File: config.mk
export PLATFORM = sky130hd
export DESIGN_NAME = instr_fetch_unit
export DESIGN_NICKNAME = d
export VERILOG_FILES = /design/src/rtl/ifu_pkg.sv /design/src/rtl/ifu_fifo.sv /design/src/rtl/instr_fetch_unit.sv
export SDC_FILE = /design/constraint.sdc
export NUM_CORES = 1
export LEC_CHECK = 0
export BUFFER_PORTS_ARGS = -buffer_cell sky130_fd_sc_hd__buf_2
export CORE_ASPECT_RATIO = 0.9
export CORE_MARGIN = 2
export CORE_UTILIZATION = 56
export DETAILED_ROUTE_END_ITERATION = 16
export GPL_ROUTABILITY_DRIVEN = 0
export PLACE_DENSITY_LB_ADDON = 0.1
export SETUP_SLACK_MARGIN = 0.15
export SYNTH_ARGS = -nofsm -noshare
export SYNTH_HDL_FRONTEND = slang
export SYNTH_SLANG_ARGS = --single-unit
File: constraint.sdc
create_clock -name clk -period 6.9 [get_ports clk]
set_input_delay 0.345 -clock clk [delete_from_list [all_inputs] [get_ports clk]]
set_output_delay 0.345 -clock clk [all_outputs]
set_load 0.02 [all_outputs]
File: src/rtl/ifu_pkg.sv
// Shared width, state encoding, PC increment and buffer entry layout for the instruction fetch unit.
package ifu_pkg;

  localparam int XLEN = 32;
  localparam logic [XLEN-1:0] PC_STEP = 32'd4;

  typedef enum logic [1:0] {
    IDLE,
    REQ,
    WAIT,
    DROP
  } ifu_state_t;

  typedef struct packed {
    logic [XLEN-1:0] pc;
    logic [XLEN-1:0] data;
    logic            fault;
  } ifu_entry_t;

endpackage

File: src/rtl/ifu_fifo.sv
// Synchronous instruction buffer: pushed entry visible at head the next cycle; flush beats push/pop.
// Pop on empty is ignored; the caller reserves a slot before every push, so it never overflows.
module ifu_fifo
  import ifu_pkg::*;
#(
  parameter int DEPTH = 2
) (
  input  logic                         clk,
  input  logic                         reset,
  input  logic                         push,
  input  ifu_entry_t                   push_entry,
  input  logic                         pop,
  input  logic                         flush,
  output logic [$clog2(DEPTH+1)-1:0]   count,
  output ifu_entry_t                   head,
  output logic                         empty
);

  localparam int AW = $clog2(DEPTH);
  localparam int CW = $clog2(DEPTH + 1);

  ifu_entry_t    mem [DEPTH];
  logic [AW-1:0] rd_ptr;
  logic [AW-1:0] wr_ptr;
  logic          do_pop;

  assign empty  = (count == '0);
  assign do_pop = pop && !empty;
  assign head   = mem[rd_ptr];

  always_ff @(posedge clk) begin
    if (push) begin
      mem[wr_ptr] <= push_entry;
    end
  end

  // DEPTH is a power of two, so the pointers wrap naturally.
  always_ff @(posedge clk) begin
    if (reset || flush) begin
      rd_ptr <= '0;
      wr_ptr <= '0;
      count  <= '0;
    end else begin
      if (push) begin
        wr_ptr <= wr_ptr + AW'(1);
      end
      if (do_pop) begin
        rd_ptr <= rd_ptr + AW'(1);
      end
      count <= count + CW'(push) - CW'(do_pop);
    end
  end

endmodule

File: src/rtl/instr_fetch_unit.sv
// Fetch PC owner: one outstanding imem request, returned words buffered with their PC for decode; stops requesting when no buffer slot is free.
// IFU_MISALIGN_TRAP_EN: a misaligned redirect yields one fault entry and halts fetch until the next redirect; otherwise redirect_pc[1:0] is ignored.
module instr_fetch_unit
  import ifu_pkg::*;
#(
  parameter logic [XLEN-1:0] RESET_PC   = 32'h0000_0000,
  parameter int              FIFO_DEPTH = 2
) (
  input  logic            clk,
  input  logic            reset,
  input  logic            redirect_valid,
  input  logic [XLEN-1:0] redirect_pc,
  output logic            imem_req_valid,
  input  logic            imem_req_ready,
  output logic [XLEN-1:0] imem_req_addr,
  input  logic            imem_rsp_valid,
  input  logic [XLEN-1:0] imem_rsp_data,
  output logic            instr_valid,
  input  logic            instr_ready,
  output logic [XLEN-1:0] instr_data,
  output logic [XLEN-1:0] instr_pc,
  output logic            instr_fault
);

  localparam int CW = $clog2(FIFO_DEPTH + 1);

  ifu_state_t      state_q;
  logic [XLEN-1:0] pc_q;
  logic [XLEN-1:0] req_addr_q;
  logic [XLEN-1:0] redirect_tgt;
  logic            req_valid_q;
  logic            drop_q;
  logic            req_fire;
  logic            slot_free;
  logic            fetch_en;
  logic            rsp_push;
  logic            fault_push;
  logic            push;
  logic            fifo_empty;
  logic [CW-1:0]   count;
  ifu_entry_t      push_entry;
  ifu_entry_t      head;

`ifdef IFU_MISALIGN_TRAP_EN
  logic halt_q;
  logic fault_pend_q;
  logic misaligned;

  assign misaligned   = (redirect_pc[1:0] != 2'b00);
  assign redirect_tgt = redirect_pc;
  assign fetch_en     = slot_free && !halt_q;
  assign fault_push   = (state_q == IDLE) && fault_pend_q && slot_free && !redirect_valid;
`else
  assign redirect_tgt = redirect_pc & ~XLEN'(3);
  assign fetch_en     = slot_free;
  assign fault_push   = 1'b0;
`endif

  assign slot_free = (count < CW'(FIFO_DEPTH));
  assign req_fire  = req_valid_q && imem_req_ready;
  // A redirect in the response cycle makes that word stale, so it is never buffered.
  assign rsp_push  = (state_q == WAIT) && imem_rsp_valid && !redirect_valid;
  assign push      = rsp_push || fault_push;

  always_comb begin
    push_entry = '{pc: req_addr_q, data: imem_rsp_data, fault: 1'b0};
    if (fault_push) begin
      push_entry = '{pc: pc_q, data: '0, fault: 1'b1};
    end
  end

  always_ff @(posedge clk) begin
    if (reset) begin
      state_q     <= IDLE;
      pc_q        <= RESET_PC;
      req_addr_q  <= RESET_PC;
      req_valid_q <= 1'b0;
      drop_q      <= 1'b0;
`ifdef IFU_MISALIGN_TRAP_EN
      halt_q       <= 1'b0;
      fault_pend_q <= 1'b0;
`endif
    end else begin
      case (state_q)
        IDLE: begin
          if (!redirect_valid && fetch_en) begin
            state_q     <= REQ;
            req_valid_q <= 1'b1;
            req_addr_q  <= pc_q;
          end
        end
        REQ: begin
          // A request already presented must be held until accepted; its data is then dropped.
          if (req_fire) begin
            req_valid_q <= 1'b0;
            drop_q      <= 1'b0;
            state_q     <= (drop_q || redirect_valid) ? DROP : WAIT;
          end else if (redirect_valid) begin
            drop_q <= 1'b1;
          end
        end
        WAIT: begin
          if (imem_rsp_valid) begin
            state_q <= IDLE;
          end else if (redirect_valid) begin
            state_q <= DROP;
          end
        end
        DROP: begin
          if (imem_rsp_valid) begin
            state_q <= IDLE;
          end
        end
        default: state_q <= IDLE;
      endcase

      if (redirect_valid) begin
        pc_q <= redirect_tgt;
      end else if (req_fire && !drop_q) begin
        pc_q <= pc_q + PC_STEP;
      end

`ifdef IFU_MISALIGN_TRAP_EN
      if (redirect_valid) begin
        halt_q       <= misaligned;
        fault_pend_q <= misaligned;
      end else if (fault_push) begin
        fault_pend_q <= 1'b0;
      end
`endif
    end
  end

  ifu_fifo #(
    .DEPTH(FIFO_DEPTH)
  ) u_fifo (
    .clk       (clk),
    .reset     (reset),
    .push      (push),
    .push_entry(push_entry),
    .pop       (instr_ready && !redirect_valid),
    .flush     (redirect_valid),
    .count     (count),
    .head      (head),
    .empty     (fifo_empty)
  );

  assign imem_req_valid = req_valid_q;
  assign imem_req_addr  = req_addr_q;
  assign instr_valid    = !fifo_empty;
  assign instr_data     = head.data;
  assign instr_pc       = head.pc;
  assign instr_fault    = head.fault && !fifo_empty;

endmodule
==> results.md, run 1 <==
- Run status: complete, no violations
- Synth top cells by count: 124 x edfxtp_1, 79 x nand2_1, 69 x dfxtp_1
- Worst Clk Skew: 0.00868 ns
- CP cell instances: nor2_1, and3_1, nor2b_4, buf_4
- Worst VDD drop: 0.162 mV
- Post-CTS Setup Inserts: 0
- Vias in the first global route: 4532
- Max Clock Freq: 0.395 GHz
- Seq cells post-synth: approximately 190
- Design Area, Final: 9110 sq um
- DRT Pass-1 Iters: 5
- Post-Syn Instances: 567
- Final Max Tran Viols: 0
- FP Rows: 40
- Synthesized area per cell: ~13 sq um
- Worst-case clock buffer depth: 2
- Yosys cell types: 41
- RSZ-0062 raised after global routing: no
- I/O pin total: 169
- Die height: between 100 and 150 microns
- Reg-to-reg slack, setup: about 4.4 ns
- Slew at the pin closest to its max-slew limit: 1.24 ns
- Wirelength, routed: roughly 15000 microns
- Max_cap viols: 0
- Mean routed wirelength per cell: 16.6 microns
- Core area: between 10000 and 15000 sq um
- TritonCTS clock tree: done
- Starting Density: roughly 57%
- Antenna-violating nets left: 0
- Die Width: 127 microns
- CTS buffer count: 17
- Placed insts: 870
- Warnings from Yosys: 0
- Reg2reg start: state_q[0]
- Setup TNS: 0 ns
- Cell leakage power: 0.00334 uW
- Final setup fails: 0
- Largest net degree at the start of global routing: 70
- Grt total ovfl: 0
- Antenna Cells: 0
- CP startpoint: state_q[0]
- Hold Path Depth: 1
- First-pass GRT wire length: 23200 microns
- Starting DRC count in detailed routing: 450
- DR vias/cell: 5.27
- Slew margin rel.: 16.4%
- Largest delay share family, worst path: simple AND/OR/NAND/NOR gates
- Final nets: 794
- Layout cell share with drive strength beyond 1: 37.7%
- Placed cell area: 8520 sq um
- Share of the synthesized area in the top cell type: around half
- Area Overhead vs Synth: 19.9%
- Power Density: between 200 and 300 nW/um^2
- Fin crit period: between 2 and 3 ns
- CTS resizes: 0
- CP required: 6.98 ns
- Endpoint of the lowest-slack register-to-register path: u_fifo.mem[0][59]
- Area leader, netlist: edfxtp_1
- Clk sink count: 193
- Clock transition at the registers of the reported paths: 0.07 ns
- Crit Path Category: flop to flop
- R2r worst-path depth: 4
- Crit-path slowest cell: nor2b_4
- Clock root cell: clkbuf_16
- Most common cell in the synthesized netlist: edfxtp_1
- Worst-skew pair later-pin latency: about 0.43 ns
- Hold EP: u_fifo.mem[1][14]
- HP Class: input pin to flop
- Finished Layout Cells: roughly 900
- Worst path max stage delay: about 0.8 ns
- Initial antenna violation count: 0
- HP Start: imem_rsp_data[14]
- Highest net fanout along the worst path: 32
- Post-synth EDFFs: 124
- Crit path DAT: around 2.6 ns
- # DRC: 0
- CP Capture Type: flop
- Sequential cell area fraction in the yosys report: 67.2%
- Vias after detailed routing: 4754
- Buffers on Ports: roughly 160
- Mapped Area: 7600 sq um
- Die footprint: 14500 sq um
- Final period utilization: 36.6%
- Ys flop type: edfxtp_1
- Synth area leaders: edfxtp_1 49%, dfxtp_1 18%, mux2_2 9.2%
- Fraction of registers with async set/reset: 0%
- All-Layer GR Usage: 21.0%
- H-tree depth: 4
- Dpl hpwl: 9760 microns
- Hold_buf cts: 0
- Worst path bufs/invs: 1
- Fin. Hold Viols: 0
- Startpoint Class: flop
- Dpl ws: slightly above 4 ns
- Final WS setup: 4.37 ns
cells by family after synthesis:
kind of cell,count (synthesis),synth area share [%]
xor gates and xnor gates,33,3.80
AOI/OAI and AO/OA,65,5.35
DFF,193,67.2
buffers and inverters,39,2.37
adders and majority gates,3,0.494
muxes,65,9.58
other,1,0.0494
and+or+nand+nor,168,11.2
layout make-up:
class	count	area [sq um]
fillers	971	4200
clock buffers	20	447
flip-flops and latches	193	5110
inverters	3	11.3
repair buffers	167	851
clock inverters	12	141
well taps	168	210
multi-input cells	339	2340
metrics by stage:
step           util, %  hold WS (ns)  power (uW)
4_1_cts           68.4        0.0814        2380
2_1_floorplan        -         0.444        1360
5_1_grt           68.4        0.0841        2440
3_3_place_gp      64.0         0.452        1410
6_report          68.4         0.101        2360
3_5_place_dp      64.0         0.458        1410
sequential cells by signal, indices dropped and copies added, names as in the netlist, named ones only:
| signal | count |
|---|---|
| u_fifo.rd_ptr | 1 |
| imem_req_valid | 1 |
| u_fifo.count | 2 |
| u_fifo.mem | 124 |
| u_fifo.wr_ptr | 1 |
| state_q | 2 |
| imem_req_addr | 30 |
| pc_q | 30 |
| drop_q | 1 |
where the power goes:
part	internal (uW)	total, uW	switching (uW)
sequential	1250	1270	24.6
combinational	44.7	115	70.2
clock	575	976	402
total	1870	2360	497
worst max path at each step:
stage                                    to  slack [ns]  cells after the start
final                     u_fifo.mem[0][59]        4.37                      4
after global placement    u_fifo.mem[0][58]        4.17                      5
after global routing      u_fifo.mem[0][57]        4.14                      4
after floorplan            u_fifo.mem[0][0]        2.73                      4
after CTS                 u_fifo.mem[0][60]        4.31                      4
after detailed placement  u_fifo.mem[0][58]        4.11                      5
cell usage in the layout (no fill, tap or decap), types with 4 or more instances in the layout:
cell / n
a211oi_1: 17
a211oi_2: 4
a21oi_1: 40
and2_1: 4
and3_1: 6
buf_2: 161
buf_4: 6
clkbuf_16: 17
clkinv_2: 5
conb_1: 5
dfxtp_1: 68
edfxtp_1: 124
mux2_2: 62
nand2_1: 79
nand3_1: 8
nand3_2: 5
nand4_1: 11
nor2_1: 31
nor3_1: 5
xnor2_1: 10
xor2_1: 23
per-layer routing:
layer  vias up  GRT usage (%)  part of all wire (%)
li1       2357              -                     -
met1      2244           29.0                    45
met2       144           32.8                    48
met3         9           5.05                   5.5
met4         0           7.99                  0.87
met5         -              0                     0
Power figures use the tool's default switching activity.
==> inputs of run 2 (changes only) <==
--- a/config.mk
+++ b/config.mk
@@ -8,7 +8,7 @@
 export BUFFER_PORTS_ARGS = -buffer_cell sky130_fd_sc_hd__buf_2
 export CORE_ASPECT_RATIO = 0.9
 export CORE_MARGIN = 2
-export CORE_UTILIZATION = 56
+export CORE_UTILIZATION = 54
 export DETAILED_ROUTE_END_ITERATION = 16
 export GPL_ROUTABILITY_DRIVEN = 0
 export PLACE_DENSITY_LB_ADDON = 0.1
==> constraint.sdc (replaced) <==
create_clock -name clk -period 2.55 [get_ports clk]
set_input_delay 0.1275 -clock clk [delete_from_list [all_inputs] [get_ports clk]]
set_output_delay 0.1275 -clock clk [all_outputs]
set_load 0.02 [all_outputs]
==> results.md, run 2 (same netlist as run 1, synthesis figures left out) <==
- Run status: complete, no violations
- Commonest non-fill, non-tap cells in the layout: 161 x buf_2, 124 x edfxtp_1, 79 x nand2_1
- Fin. Hold Viols: 0 (unchanged)
- Final Max Tran Viols: 0 (unchanged)
- Reg2reg start: pc_q[2]
- Worst-skew pair later-pin latency: 0.42 ns (about the same)
- Dpl hpwl: 9950 microns (+2.0%)
- Initial antenna violation count: 0 (unchanged)
- Layout cell share with drive strength beyond 1: 35.2% (-2.6 points)
- Startpoint Class: flop
- Pint: 5260 uW (+180%)
- Wirelength, routed: 15900 microns (+5.9%)
- Setup TNS: 0 ns (unchanged)
- Starting DRC count in detailed routing: 386 (-14%)
- Reg-to-reg slack, setup: 0.49 ns (-3.88 ns)
- Fillers: 959 (-1.2%)
- DR vias/cell: 5.09 (-3.4%)
- Vias after detailed routing: 5051 (+6.2%)
- # DRC: 0 (unchanged)
- Slew at the pin closest to its max-slew limit: 0.552 ns (-0.691 ns)
- Worst-case clock buffer depth: 2 (unchanged)
- RSZ-0062 raised after global routing: no
- Most common cell after layout, fill and taps aside: buf_2
- Max Clock Freq: 0.485 GHz (+23%)
- Core area: 13900 sq um (+4.4%)
- All-Layer GR Usage: 21.3% (+0.27 points)
- Combinational cell fraction of total power: 5.9% (+1.0 points)
- Buffers on Ports: 161 (unchanged)
- Endpoint of the lowest-slack register-to-register path: pc_q[22]
- Met3 Routed Length: 862 microns (+4.2%)
- R2r worst-path depth: 6 (+2)
- Die Width: 129 microns (+1.8%)
- Hold Path Depth: 3 (+2)
- Met1 WL: 7050 microns (+3.9%)
- Worst VDD drop: 0.419 mV (+160%)
- Antenna Cells: 0 (unchanged)
- Crit path DAT: 2.38 ns (-0.23 ns)
- HP Start: redirect_pc[23]
- Crit Path Category: flop to flop
- I/O pin total: 169 (unchanged)
- Hold EP: pc_q[23]
- CTS buffer count: 17 (unchanged)
- Die footprint: 15000 sq um (+3.6%)
- Area Overhead vs Synth: 29.5%
- Mean routed wirelength per cell: 16.0 microns (-3.7%)
- Grt total ovfl: 0 (unchanged)
- Highest net fanout along the worst path: 6 (-81%)
- Worst Clk Skew: 0.0104 ns (+0.00176 ns)
- Reg power frac: 52.0% (-1.8 points)
- Vias in the first global route: 4870 (+7.5%)
- Final nets: 859 (+8.2%)
- Clock root cell: clkbuf_16
- Utilization after layout: 70.8% (+2.3 points)
- FP Rows: 41 (+2.5%)
- Starting Density: 54.7% (-2.4 points)
- Antenna-violating nets left: 0 (unchanged)
- Cell leakage power: 0.00363 uW (+8.9%)
- DRT Pass-1 Iters: 5 (unchanged)
- Largest Register: u_fifo.mem
- H-tree depth: 4 (unchanged)
- CP Capture Type: flop
- Clk sink count: 193 (unchanged)
- Sw Share: 20.5% (-0.55 points)
- Post-CTS Setup Inserts: 0 (unchanged)
- Die height: 117 microns (+1.8%)
- Routed wl met2: 7780 microns (+7.6%)
- Max_cap viols: 0 (unchanged)
- Slew margin rel.: 63.2% (+47 points)
- TritonCTS clock tree: done
- Top sig layer: met4
- Clock power frac: 42.1% (+0.8 points)
- HP Class: input pin to flop
- Final setup fails: 0 (unchanged)
- CP required: 2.87 ns (-4.11 ns)
- Max reg flops: 124 (unchanged)
- Power Density: 673 nW/um^2 (+160%)
- Final period utilization: 80.8% (+44 points)
- Clock transition at the registers of the reported paths: 0.07 ns (about the same)
- Largest net degree at the start of global routing: 63 (-10%)
- Switching power: 1350 uW (+170%)
- Fin crit period: 2.06 ns (-0.469 ns)
- First-pass GRT wire length: 24300 microns (+5.0%)
==> run 2: cell count changes in the layout (fill, tap and decap cells not counted), sizes merged <==
cell,previous run,this run
dlygate4sd3,0,59
buf,167,173
clkinv,6,1
clkbuf,20,24
bufinv,3,4
clkinvlp,3,2
inv,3,4
==> run 2: through the flow <==
stage	worst slack [ns]	cell area [sq um]	total power, uW	cells	hold slack, ns
4_1_cts	0.479	9830	6650	991	0.00198
5_1_grt	0.374	9840	6840	992	0.000793
3_5_place_dp	0.548	8620	3830	901	0.321
2_1_floorplan	0.442	7620	3690	571	0.226
6_report	0.490	9840	6620	992	0.00791
3_3_place_gp	0.564	8620	3810	901	0.315
==> run 2: repair_timing <==
item                                   in CTS  in global routing
hold buffers                               58                  1
gates resized for setup                     0                  0
endpoints found under the hold margin      90                  1
setup endpoints to repair                   0                  0
==> run 2: how the worst max path moves through the flow <==
stage               startpoint                to  cells past startpoint
global placement       pc_q[2]          pc_q[28]                      6
global route           pc_q[2]          pc_q[26]                      6
CTS                    pc_q[2]          pc_q[22]                      6
finish                 pc_q[2]          pc_q[22]                      6
detailed placement     pc_q[2]          pc_q[26]                      6
floorplan           state_q[0]  u_fifo.mem[0][0]                      3
==> run 2: area by class of cell <==
type / count / area, sq um / share of cell area [%]
inverters: 3 / 11.3 / 0.114
repair buffers: 232 / 1510 / 15.4
clock inverters: 8 / 153 / 1.55
multi-input cells: 339 / 2340 / 23.8
flip-flops and latches: 193 / 5110 / 51.9
well taps: 193 / 241 / 2.45
clock buffers: 24 / 472 / 4.79
==> run 2: critical path: stages, from the launching register on <==
cell and delay, ns:
dfxtp_1 0.40, ha_1 0.24, nand4_1 0.26, nor3_2 0.45
nand3_1 0.16, xor2_1 0.17, a211oi_1 0.28
==> run 2: per-layer routing <==
| metal | track usage (%) | vias to the layer above |
|---|---|---|
| met1 | 27.3 | 2409 |
| met4 | 5.36 | 0 |
| met5 | 0 | - |
| met3 | 5.73 | 12 |
| met2 | 36.3 | 150 |
| li1 | - | 2480 |
==> run 2: power groups by stage <==
stage          registers, uW  clock network, uW  logic [uW]
2_1_floorplan           3520                  0         173
3_3_place_gp            3500                  0         310
3_5_place_dp            3510                  0         320
4_1_cts                 3440               2820         391
5_1_grt                 3450               2960         430
6_report                3440               2780         392
